`src/rtl/reg_rd_pkg.sv`:
```
// reg_rd_pkg: shared constants and types for the register read-back sequencer.
//   NUM_REGS   number of registers in the flattened register file
//   ADDR_W     width of a register index
//   LEN_W      width of the burst-length-minus-one field
//   rd_state_t sequencer state (IDLE, SEND)
package reg_rd_pkg;

   localparam int unsigned NUM_REGS = 16;
   localparam int unsigned ADDR_W   = 4;
   localparam int unsigned LEN_W    = 4;

   typedef enum logic [0:0] {
      IDLE = 1'b0,
      SEND = 1'b1
   } rd_state_t;

endpackage

```
`src/rtl/reg_word_mux.sv`:
```
// reg_word_mux: combinational 16:1 word select from a flattened register file.
//   regs_i  NUM_REGS*DATA_W flattened registers, register i at [i*DATA_W +: DATA_W]
//   idx_i   register index to select
//   word_o  selected register word
module reg_word_mux
   import reg_rd_pkg::*;
#(
   parameter int unsigned DATA_W = 8
) (
   input  logic [NUM_REGS*DATA_W-1:0] regs_i,
   input  logic [ADDR_W-1:0]          idx_i,
   output logic [DATA_W-1:0]          word_o
);

   always_comb begin
      word_o = '0;
      for (int i = 0; i < int'(NUM_REGS); i++) begin
         if (idx_i == ADDR_W'(i)) begin
            word_o = regs_i[i*DATA_W +: DATA_W];
         end
      end
   end

endmodule

```
`src/rtl/reg_read_seq.sv`:
```
// reg_read_seq: register read-back sequencer. Accepts a read command (start address plus
// burst length minus one), snapshots the addressed registers one word at a time and streams
// them out over a valid/ready handshake.
//   clk              system clock, rising edge
//   reset            synchronous active-high reset
//   strob_in         read command strobe
//   choose_data_reg  marks strob_in as a data-phase strobe (never a read command)
//   addr_in          start register index
//   len_in           burst length minus one
//   regs_in          flattened register file
//   data_out         current read word (snapshot taken at load)
//   addr_out         register index of data_out
//   data_valid_out   data_out/addr_out valid
//   data_ready_in    downstream accepts the word when high with data_valid_out
//   busy_out         burst in progress
//   done_out         one-cycle pulse after the last word is accepted
//   overrun_out      sticky flag: a command arrived while busy
module reg_read_seq
   import reg_rd_pkg::*;
#(
   parameter int unsigned DATA_W = 8
) (
   input  logic                       clk,
   input  logic                       reset,
   input  logic                       strob_in,
   input  logic                       choose_data_reg,
   input  logic [ADDR_W-1:0]          addr_in,
   input  logic [LEN_W-1:0]           len_in,
   input  logic [NUM_REGS*DATA_W-1:0] regs_in,
   output logic [DATA_W-1:0]          data_out,
   output logic [ADDR_W-1:0]          addr_out,
   output logic                       data_valid_out,
   input  logic                       data_ready_in,
   output logic                       busy_out,
   output logic                       done_out,
   output logic                       overrun_out
);

   rd_state_t          state_q, state_d;
   logic [DATA_W-1:0]  data_q, data_d;
   logic [ADDR_W-1:0]  addr_q, addr_d;
   logic [LEN_W-1:0]   rem_q, rem_d;
   logic               valid_q, valid_d;
   logic               done_q, done_d;
   logic               ovr_q, ovr_d;

   logic               cmd;
   logic [ADDR_W-1:0]  addr_nxt;
   logic [ADDR_W-1:0]  mux_idx;
   logic [DATA_W-1:0]  mux_word;

   assign cmd      = strob_in & ~choose_data_reg;
   assign addr_nxt = addr_q + ADDR_W'(1);  // wraps 15 -> 0
   // In IDLE the mux serves the first word of a new burst; in SEND it prefetches the next one.
   assign mux_idx  = (state_q == IDLE) ? addr_in : addr_nxt;

   reg_word_mux #(
      .DATA_W (DATA_W)
   ) u_word_mux (
      .regs_i (regs_in),
      .idx_i  (mux_idx),
      .word_o (mux_word)
   );

   always_comb begin
      state_d = state_q;
      data_d  = data_q;
      addr_d  = addr_q;
      rem_d   = rem_q;
      valid_d = valid_q;
      done_d  = 1'b0;
      ovr_d   = ovr_q;
      unique case (state_q)
         IDLE: begin
            if (cmd) begin
               state_d = SEND;
               data_d  = mux_word;
               addr_d  = addr_in;
               rem_d   = len_in;
               valid_d = 1'b1;
               ovr_d   = 1'b0;
            end
         end
         SEND: begin
            if (cmd) begin
               ovr_d = 1'b1;
            end
            if (data_ready_in) begin
               if (rem_q != '0) begin
                  data_d = mux_word;
                  addr_d = addr_nxt;
                  rem_d  = rem_q - LEN_W'(1);
               end else begin
                  // Last word accepted: data/addr keep their final values.
                  valid_d = 1'b0;
                  done_d  = 1'b1;
                  state_d = IDLE;
               end
            end
         end
         default: state_d = IDLE;
      endcase
   end

   always_ff @(posedge clk) begin
      if (reset) begin
         state_q <= IDLE;
         data_q  <= '0;
         addr_q  <= '0;
         rem_q   <= '0;
         valid_q <= 1'b0;
         done_q  <= 1'b0;
         ovr_q   <= 1'b0;
      end else begin
         state_q <= state_d;
         data_q  <= data_d;
         addr_q  <= addr_d;
         rem_q   <= rem_d;
         valid_q <= valid_d;
         done_q  <= done_d;
         ovr_q   <= ovr_d;
      end
   end

   assign data_out       = data_q;
   assign addr_out       = addr_q;
   assign data_valid_out = valid_q;
   assign busy_out       = (state_q == SEND);
   assign done_out       = done_q;
   assign overrun_out    = ovr_q;

endmodule

```
`config.mk`:
```
export PLATFORM = sky130hd
export DESIGN_NAME = reg_read_seq
export DESIGN_NICKNAME = d
export VERILOG_FILES = /design/src/rtl/reg_rd_pkg.sv /design/src/rtl/reg_word_mux.sv /design/src/rtl/reg_read_seq.sv
export SDC_FILE = /design/constraint.sdc
export NUM_CORES = 1
export LEC_CHECK = 0
export BUFFER_PORTS_ARGS = -buffer_cell sky130_fd_sc_hd__buf_2
export CELL_PAD_IN_SITES_DETAIL_PLACEMENT = 1
export CELL_PAD_IN_SITES_GLOBAL_PLACEMENT = 1
export CORE_MARGIN = 2
export CORE_UTILIZATION = 30
export CTS_CLUSTER_DIAMETER = 80
export DETAILED_ROUTE_END_ITERATION = 12
export PLACE_DENSITY_LB_ADDON = 0.1
export SYNTH_ARGS = -nofsm -noshare
export SYNTH_HDL_FRONTEND = slang
export SYNTH_SLANG_ARGS = --single-unit
```
`constraint.sdc`:
```
create_clock -name clk -period 5.85 [get_ports clk]
set_input_delay 0.8775 -clock clk [delete_from_list [all_inputs] [get_ports clk]]
set_output_delay 0.8775 -clock clk [all_outputs]
set_load 0.05 [all_outputs]
```
==> qor.csv, run 1 <==
stage;metric;value;unit
critical_path;critical path data arrival time;3630;ps
synthesis;Netlist cell types;66;
run;count of maximum capacitance violations;0;
die;Row Count;33;
min_path;startpoint of the most critical hold path;rem_q[1];
clocking;total of hold buffers inserted after clock tree synthesis;0;
clocking;TritonCTS Buffers;3;
detailed_routing;Vias;3420;
synthesis;leading area contributor after synthesis;sky130_fd_sc_hd__dfxtp_1;
detailed_routing;Max Used Layer;met4;
placed_design;placed wire-length estimate;9470;um
sta;total of endpoints with negative setup slack in the final report;0;
placed_design;port buffer count;156;
placed_design;Setup WS pre-CTS;2470;ps
die;Initial Util;0.308;
grt;initial antenna violation count;0;
synthesis;most common flop cell mapped by yosys;sky130_fd_sc_hd__dfxtp_1;
critical_path;Buf/Inv on CP;0;
critical_path;delay of the slowest critical-path stage;760;ps
synthesis;number of synthesized flops with an enable pin;0;
clocking;H-tree lvl count;1;
final_layout;Final Net Count;625;
final_layout;area used by multi-input combinational logic;1910;um^2
synthesis;Adder-Cell Fraction of Synth Area;0.00988;
synthesis;multiplexer fraction of the synthesized cell area;0.0198;
critical_path;CP dominant cell by count;sky130_fd_sc_hd__a221oi_1;
die;Die Area;9200;um^2
sta;Final min period;3460;ps
synthesis;ys async rst share;0;
die;die extent in x;95.9;um
critical_path;endpoint of the lowest-slack register-to-register path;data_out[0];
synthesis;fraction of the mapped netlist area in simple logic gates;0.212;
detailed_routing;number of nets still failing antenna checks after routing;0;
clocking;CTS tree;done;
grt;grt ovf;0;
synthesis;synthesized-area fraction occupied by xor and xnor cells;0.00691;
sta;post-route clock skew;4.41;ps
sta;unrepaired setup endpoints after global routing;no;
pwr;leakage component of the power;1.42;nW
synthesis;Avg Synthesized Cell Area;7.22;um^2
synthesis;part of the Yosys area used for sequential elements;0.158;
sta;hold violation total from the final report;0;
final_layout;area delta synth->final;31.3;%
min_path;Worst Hold Path Cells;2;
clocking;Post-CTS Resized;0;
synthesis;main combinational cell family by area after synthesis;compound AO/OA/AOI/OAI gates;
clocking;maximum buffer depth of the clock tree;2;
critical_path;Reg2Reg Launch Point;addr_out[0];
synthesis;net count of the mapped netlist;494;
detailed_routing;detailed router's first-iteration violation count;200;
clocking;clock latency of the later-clocked register in the worst-skew pair;260;ps
detailed_routing;vias per cell;5.84;
clocking;Clock Sink Count;20;
critical_path;cells along the critical path;ha_1 -> and3b_1 -> or2_0 -> a221oi_1 -> a221oi_1 -> a31oi_1 -> a311oi_1;
sta;final critical-path share of the clock period;0.591;
critical_path;critical path required time;6020;ps
clocking;post-CTS repair timing setup buffer count;0;
die;core region area;8220;um^2
die;die height;95.9;um
grt;total track usage;0.257;
grt;wire length of the first global-routing pass;18200;um
detailed_routing;met3 WL post-DR;1000;um
synthesis;leading post-synthesis cells by instance count;sky130_fd_sc_hd__o21ai_0 (60), sky130_fd_sc_hd__nor2_1 (29), sky130_fd_sc_hd__a21oi_1 (23);
sta;Relative slew margins;0.332;
synthesis;cell count after synthesis;351;
synthesis;count leader, synth;sky130_fd_sc_hd__o21ai_0;
sta;final setup TNS;0;ps
final_layout;fraction of layout cells with a size suffix above 1;0.383;
sta;total count of max-transition violations in the final report;0;
detailed_routing;DR DRC count;0;
synthesis;number of synthesized register bits;20;
sta;maximum frequency from static timing analysis;289;MHz
pwr;maximum VDD drop;0.0768;mV
synthesis;proportion of netlist area held by the largest area contributor;0.158;
synthesis;ranking of synthesized cells by area;sky130_fd_sc_hd__dfxtp_1 (16%), sky130_fd_sc_hd__o21ai_0 (12%), sky130_fd_sc_hd__a21oi_1 (4.5%);
die;number of top-level pins;157;
synthesis;Ys Warns;0;
clocking;buffer type at the clock tree root;sky130_fd_sc_hd__clkbuf_8;
critical_path;category of the critical setup timing path;flip-flop to flip-flop;
clocking;clock slew seen by the registers of the worst setup and hold paths;80;ps
critical_path;family with the most delay on the worst path;simple AND/OR/NAND/NOR gates;
final_layout;count of filler cells inserted in the layout;1099;
critical_path;reg-to-reg slack, setup;2390;ps
detailed_routing;DRT Pass-1 Iters;4;
final_layout;sequential cell area;402;um^2
grt;number of global-route vias before repair;3355;
sta;slew at the pin closest to its max-slew limit;1000;ps
min_path;hold endpoint;rem_q[1];
min_path;path class of the lowest-slack min-delay path;flip-flop to flip-flop;
sta;PnR worst setup slack;2390;ps
final_layout;ant diodes;0;
critical_path;top fanout value on the critical path;23;
detailed_routing;met2 wire length;5530;um
synthesis;area fraction in compound gates after synthesis;0.505;
synthesis;Post-Syn Area;2530;um^2
run_status;outcome;complete, no violations;
placed_design;global placer's final weighted congestion;0.912;
detailed_routing;detailed-route wire length on metal 1;5330;um
detailed_routing;wire per inst;20.5;um
critical_path;number of cells on the worst reg-to-reg path;7;
critical_path;critical-path cell with the highest stage delay;sky130_fd_sc_hd__dfxtp_1;
critical_path;endpoint class of the critical path;flip-flop;
detailed_routing;total detailed-routing wirelength;12000;um
critical_path;Critical Path Source Type;flip-flop;
pwr;pwr/cell area;181;nW/um^2
grt;largest net degree at the start of global routing;54;
==> layout by cell type (no fill, tap or decap), types with 5 or more instances in the layout <==
master                     count
sky130_fd_sc_hd__buf_2       156
sky130_fd_sc_hd__o21ai_0      60
sky130_fd_sc_hd__nor2_1       29
sky130_fd_sc_hd__a21oi_1      22
sky130_fd_sc_hd__dfxtp_1      19
sky130_fd_sc_hd__nand2_1      15
sky130_fd_sc_hd__o22ai_1      10
sky130_fd_sc_hd__a211oi_1      8
sky130_fd_sc_hd__a22oi_1       8
sky130_fd_sc_hd__o211ai_1      8
sky130_fd_sc_hd__a221oi_1      8
sky130_fd_sc_hd__inv_1         7
sky130_fd_sc_hd__o21a_1        7
sky130_fd_sc_hd__a31oi_1       7
sky130_fd_sc_hd__nand3_1       6
sky130_fd_sc_hd__a21boi_0      6
sky130_fd_sc_hd__mux2i_1       5
sky130_fd_sc_hd__a211o_1       5
sky130_fd_sc_hd__and3_1        5
==> power breakdown <==
group / switching (mW) / internal (mW)
Sequential: 0.0211 / 0.148
Clock: 0.0489 / 0.0600
Combinational: 0.201 / 0.123
Total: 0.271 / 0.332
==> worst reg2reg max path, delay by kind of cell, from the launching register on <==
family / cells / cell delay (ps)
AOI/OAI and AO/OA: 4 / 880
adders and majority gates: 1 / 670
DFF: 1 / 760
and+or+nand+nor: 2 / 1060
==> kinds of logic after synthesis <==
| kind of cell | count (synthesis) |
|---|---|
| compound gates | 188 |
| simple gates | 94 |
| buf+inv | 40 |
| flops | 20 |
| mux | 5 |
| xor+xnor | 2 |
| fa+ha+maj | 2 |
==> sequential cells by signal, indices dropped and copies added (netlist names) <==
signal,count
done_out,1
overrun_out,1
data_out,8
addr_out,4
data_valid_out,1
rem_q,4
busy_out,1
==> through the flow <==
stage	util	std cells	hold WS [ps]	total power [mW]	area (um^2)
after floorplan	-	351	453	0.380	2530
after global placement	0.398	582	471	0.488	3270
after detailed placement	0.398	582	474	0.493	3270
after CTS	0.405	586	489	0.606	3330
after global routing	0.405	586	502	0.644	3330
final	0.405	586	488	0.603	3330
==> routing by layer <==
layer	GRT usage	vias to the layer above
li1	-	1635
met1	0.347	1609
met2	0.429	159
met3	0.0548	17
met4	0.0393	0
met5	0	-
==> area by class of cell <==
cell class | count | area share
multi-input combinational | 291 | 0.575
timing repair buffer | 158 | 0.239
sequential | 20 | 0.121
tap | 105 | 0.0395
clock buffer | 4 | 0.0165
inverter | 8 | 0.00903
==> how the worst max path moves through the flow <==
stage / cells past startpoint / from / to / slack [ps]
2_1_floorplan: 9 / addr_out[1] / data_out[5] / 3220
3_3_place_gp: 7 / addr_out[0] / data_out[4] / 2620
3_5_place_dp: 7 / addr_out[0] / data_out[0] / 2470
4_1_cts: 7 / addr_out[0] / data_out[0] / 2420
5_1_grt: 7 / addr_out[0] / data_out[0] / 2040
6_report: 7 / addr_out[0] / data_out[0] / 2390
(Power assumes the default switching activity.)
==> run 2: changes to the inputs <==
ABC_AREA = 1   (was not set)
CORE_UTILIZATION = 23   (was 30)
clock period = 2.8 ns   (was 5.85 ns; I/O delays follow)
==> run 2 against run 1 <==
Synthesized area fell by 15%. Largest cell class unchanged. Cell count rose by 9.2%. Sequential share of layout area rose by 0.79 points. Sequential cell count did not move. Total power rose by 100%. Clock-buffer cell count fell by 1. Clock power rose to 2.7 times the previous value. Critical path depth rose by 7. Global-route usage fell by 7.1 points. Combinational power rose by 84%. First-iteration DRC count fell by 73%.
==> qor.csv, run 2 <==
stage;metric;value;unit
run_status;outcome;complete, no violations;
die;number of top-level pins;157;
synthesis;ranking of synthesized cells by area;sky130_fd_sc_hd__dfxtp_1 (19%), sky130_fd_sc_hd__nand2_1 (18%), sky130_fd_sc_hd__nand4_1 (13%);
clocking;TritonCTS Buffers;3;
die;die height;101;um
sta;hold violation total from the final report;0;
die;core region area;9150;um^2
detailed_routing;number of nets still failing antenna checks after routing;0;
critical_path;Critical Path Source Type;flip-flop;
sta;total of endpoints with negative setup slack in the final report;0;
pwr;pwr/cell area;395;nW/um^2
synthesis;number of synthesized flops with an enable pin;0;
sta;post-route clock skew;5.93;ps
min_path;path class of the lowest-slack min-delay path;input port to flip-flop;
critical_path;top fanout value on the critical path;26;
grt;number of global-route vias before repair;3086;
run;count of maximum capacitance violations;0;
critical_path;critical-path cell with the highest stage delay;sky130_fd_sc_hd__dfxtp_1;
placed_design;placed wire-length estimate;8360;um
synthesis;Netlist cell types;34;
clocking;buffer type at the clock tree root;sky130_fd_sc_hd__clkbuf_8;
critical_path;delay of the slowest critical-path stage;650;ps
final_layout;count of filler cells inserted in the layout;1263;
clocking;post-CTS repair timing setup buffer count;0;
clocking;total of hold buffers inserted after clock tree synthesis;0;
synthesis;most common flop cell mapped by yosys;sky130_fd_sc_hd__dfxtp_1;
detailed_routing;DRT Pass-1 Iters;4;
sta;PnR worst setup slack;323;ps
detailed_routing;Vias;2991;
detailed_routing;vias per cell;4.67;
synthesis;ys async rst share;0;
synthesis;Ys Warns;0;
final_layout;most frequent standard cell in the layout excluding fill and tap cells;sky130_fd_sc_hd__buf_2;
clocking;H-tree lvl count;1;
pwr;P_int;0.713;mW
critical_path;category of the critical setup timing path;flip-flop to flip-flop;
synthesis;number of synthesized register bits;20;
synthesis;count leader, synth;sky130_fd_sc_hd__nand2_1;
synthesis;synthesized-area fraction occupied by xor and xnor cells;0.00407;
final_layout;ant diodes;0;
final_layout;number of standard cells in the layout, taps in and fillers out;640;
synthesis;leading area contributor after synthesis;sky130_fd_sc_hd__dfxtp_1;
final_layout;summed area of non-filler cells in the final layout;3110;um^2
detailed_routing;total detailed-routing wirelength;9770;um
detailed_routing;wire per inst;15.3;um
synthesis;main combinational cell family by area after synthesis;simple AND/OR/NAND/NOR gates;
final_layout;Final Net Count;673;
clocking;clock latency of the later-clocked register in the worst-skew pair;260;ps
pwr;Sw Share;0.420;
synthesis;fraction of the mapped netlist area in simple logic gates;0.524;
placed_design;post-placement cell area;3040;um^2
pwr;maximum VDD drop;0.185;mV
synthesis;Post-Syn Area;2150;um^2
placed_design;port buffer count;156;
pwr;Switching Power;0.517;mW
sta;total count of max-transition violations in the final report;0;
die;die extent in x;101;um
grt;largest net degree at the start of global routing;27;
pwr;sequential power share;0.274;
critical_path;critical path data arrival time;2620;ps
detailed_routing;DR DRC count;0;
placed_design;Setup WS pre-CTS;309;ps
sta;final setup TNS;0;ps
critical_path;endpoint class of the critical path;flip-flop;
final_layout;area used by multi-input combinational logic;1480;um^2
final_layout;most frequent cells in the layout;sky130_fd_sc_hd__buf_2 (156), sky130_fd_sc_hd__nand2_1 (102), sky130_fd_sc_hd__nor2_1 (52);
sta;maximum frequency from static timing analysis;404;MHz
die;Row Count;35;
clocking;CTS tree;done;
pwr;clock network power share;0.242;
critical_path;CP dominant cell by count;sky130_fd_sc_hd__nor2_1;
sta;unrepaired setup endpoints after global routing;no;
final_layout;sequential cell area;400;um^2
synthesis;Adder-Cell Fraction of Synth Area;0.0116;
clocking;Clock Sink Count;20;
placed_design;number of placed cells counting well taps;636;
grt;total track usage;0.186;
pwr;PnR Total Power;1.23;mW
sta;Final min period;2480;ps
grt;initial antenna violation count;0;
critical_path;cells along the critical path;or2_1 -> nand2_4 -> nand2_2 -> nor2_2 -> inv_2 -> nor2_1 -> nor2_1 -> nand4_1 -> nor2_1 -> nand4_1 -> nor2_1 -> nand4_1 -> nand2_1 -> a21oi_1;
synthesis;proportion of netlist area held by the largest area contributor;0.186;
placed_design;global placer's final weighted congestion;0.869;
grt;grt ovf;0;
clocking;clock slew seen by the registers of the worst setup and hold paths;90;ps
sta;Relative slew margins;0.529;
detailed_routing;detailed router's first-iteration violation count;54;
final_layout;area delta synth->final;44.4;%
sta;smallest hold slack;418;ps
sta;slew at the pin closest to its max-slew limit;703;ps
die;Initial Util;0.235;
pwr;leakage component of the power;1.61;nW
critical_path;critical path required time;2940;ps
final_layout;end-of-flow core utilization;0.340;
synthesis;part of the Yosys area used for sequential elements;0.186;
final_layout;number of flip-flops under the largest register name;8;
clocking;Post-CTS Resized;0;
final_layout;fraction of layout cells with a size suffix above 1;0.371;
synthesis;net count of the mapped netlist;518;
clocking;maximum buffer depth of the clock tree;2;
sta;final critical-path share of the clock period;0.885;
synthesis;Avg Synthesized Cell Area;5.75;um^2
pwr;Gate power share;0.484;
die;Die Area;10200;um^2
grt;wire length of the first global-routing pass;15400;um
synthesis;cell count after synthesis;375;
synthesis;leading post-synthesis cells by instance count;sky130_fd_sc_hd__nand2_1 (102), sky130_fd_sc_hd__nor2_1 (52), sky130_fd_sc_hd__inv_1 (45);
synthesis;multiplexer fraction of the synthesized cell area;0;
synthesis;area fraction in compound gates after synthesis;0.146;
## run 2: cell count changes in the layout (fill, tap and decap cells not counted), sizes merged, moves of 10 or more
cell and change:
nand4 +40, inv +46, o21ai -49, o22ai -10, nor2 +35, nand2 +90
## run 2: per-layer routing
layer	up-vias	global-route usage	share of wire
met2	96	0.329	0.46
met3	6	0.0270	0.057
met4	0	0.0295	0.012
li1	1551	-	-
met1	1338	0.244	0.47
met5	-	0	0
## run 2: critical path, delay by kind of cell, from the launching register on
kind	cells	cell delay (ps)
and+or+nand+nor	12	1540
buffers and inverters	1	100
AOI/OAI and AO/OA	1	60
DFF	1	650
## run 2: final cells by class
type,count,share of cell area
inverter,54,0.0659
clock buffer,3,0.0133
timing repair buffer,161,0.263
sequential,20,0.129
tap,111,0.0446
multi-input combinational,290,0.475
clock inverter,1,0.00965
## run 2: worst paths after layout
check	startpoint	end	slack, ps	depth (start not counted)
worst max register to register	busy_out	data_out[5]	320	14
worst min register to register	data_out[5]	data_out[5]	470	2
worst min-delay path	len_in[2]	rem_q[2]	420	3
worst max-delay path	busy_out	data_out[5]	320	14
## run 2: kinds of logic after synthesis
| group | Yosys count |
|---|---|
| compound gates | 52 |
| xor+xnor | 1 |
| fa+ha+maj | 2 |
| buf+inv | 65 |
| flops | 20 |
| simple gates | 235 |
## run 2: power by group through the flow
stage | Sequential, mW | Combinational [mW] | Clock [mW]
floorplan | 0.414 | 0.315 | 0
global placement | 0.343 | 0.594 | 0
detailed placement | 0.343 | 0.601 | 0
CTS | 0.337 | 0.603 | 0.303
global route | 0.342 | 0.669 | 0.315
finish | 0.337 | 0.595 | 0.298
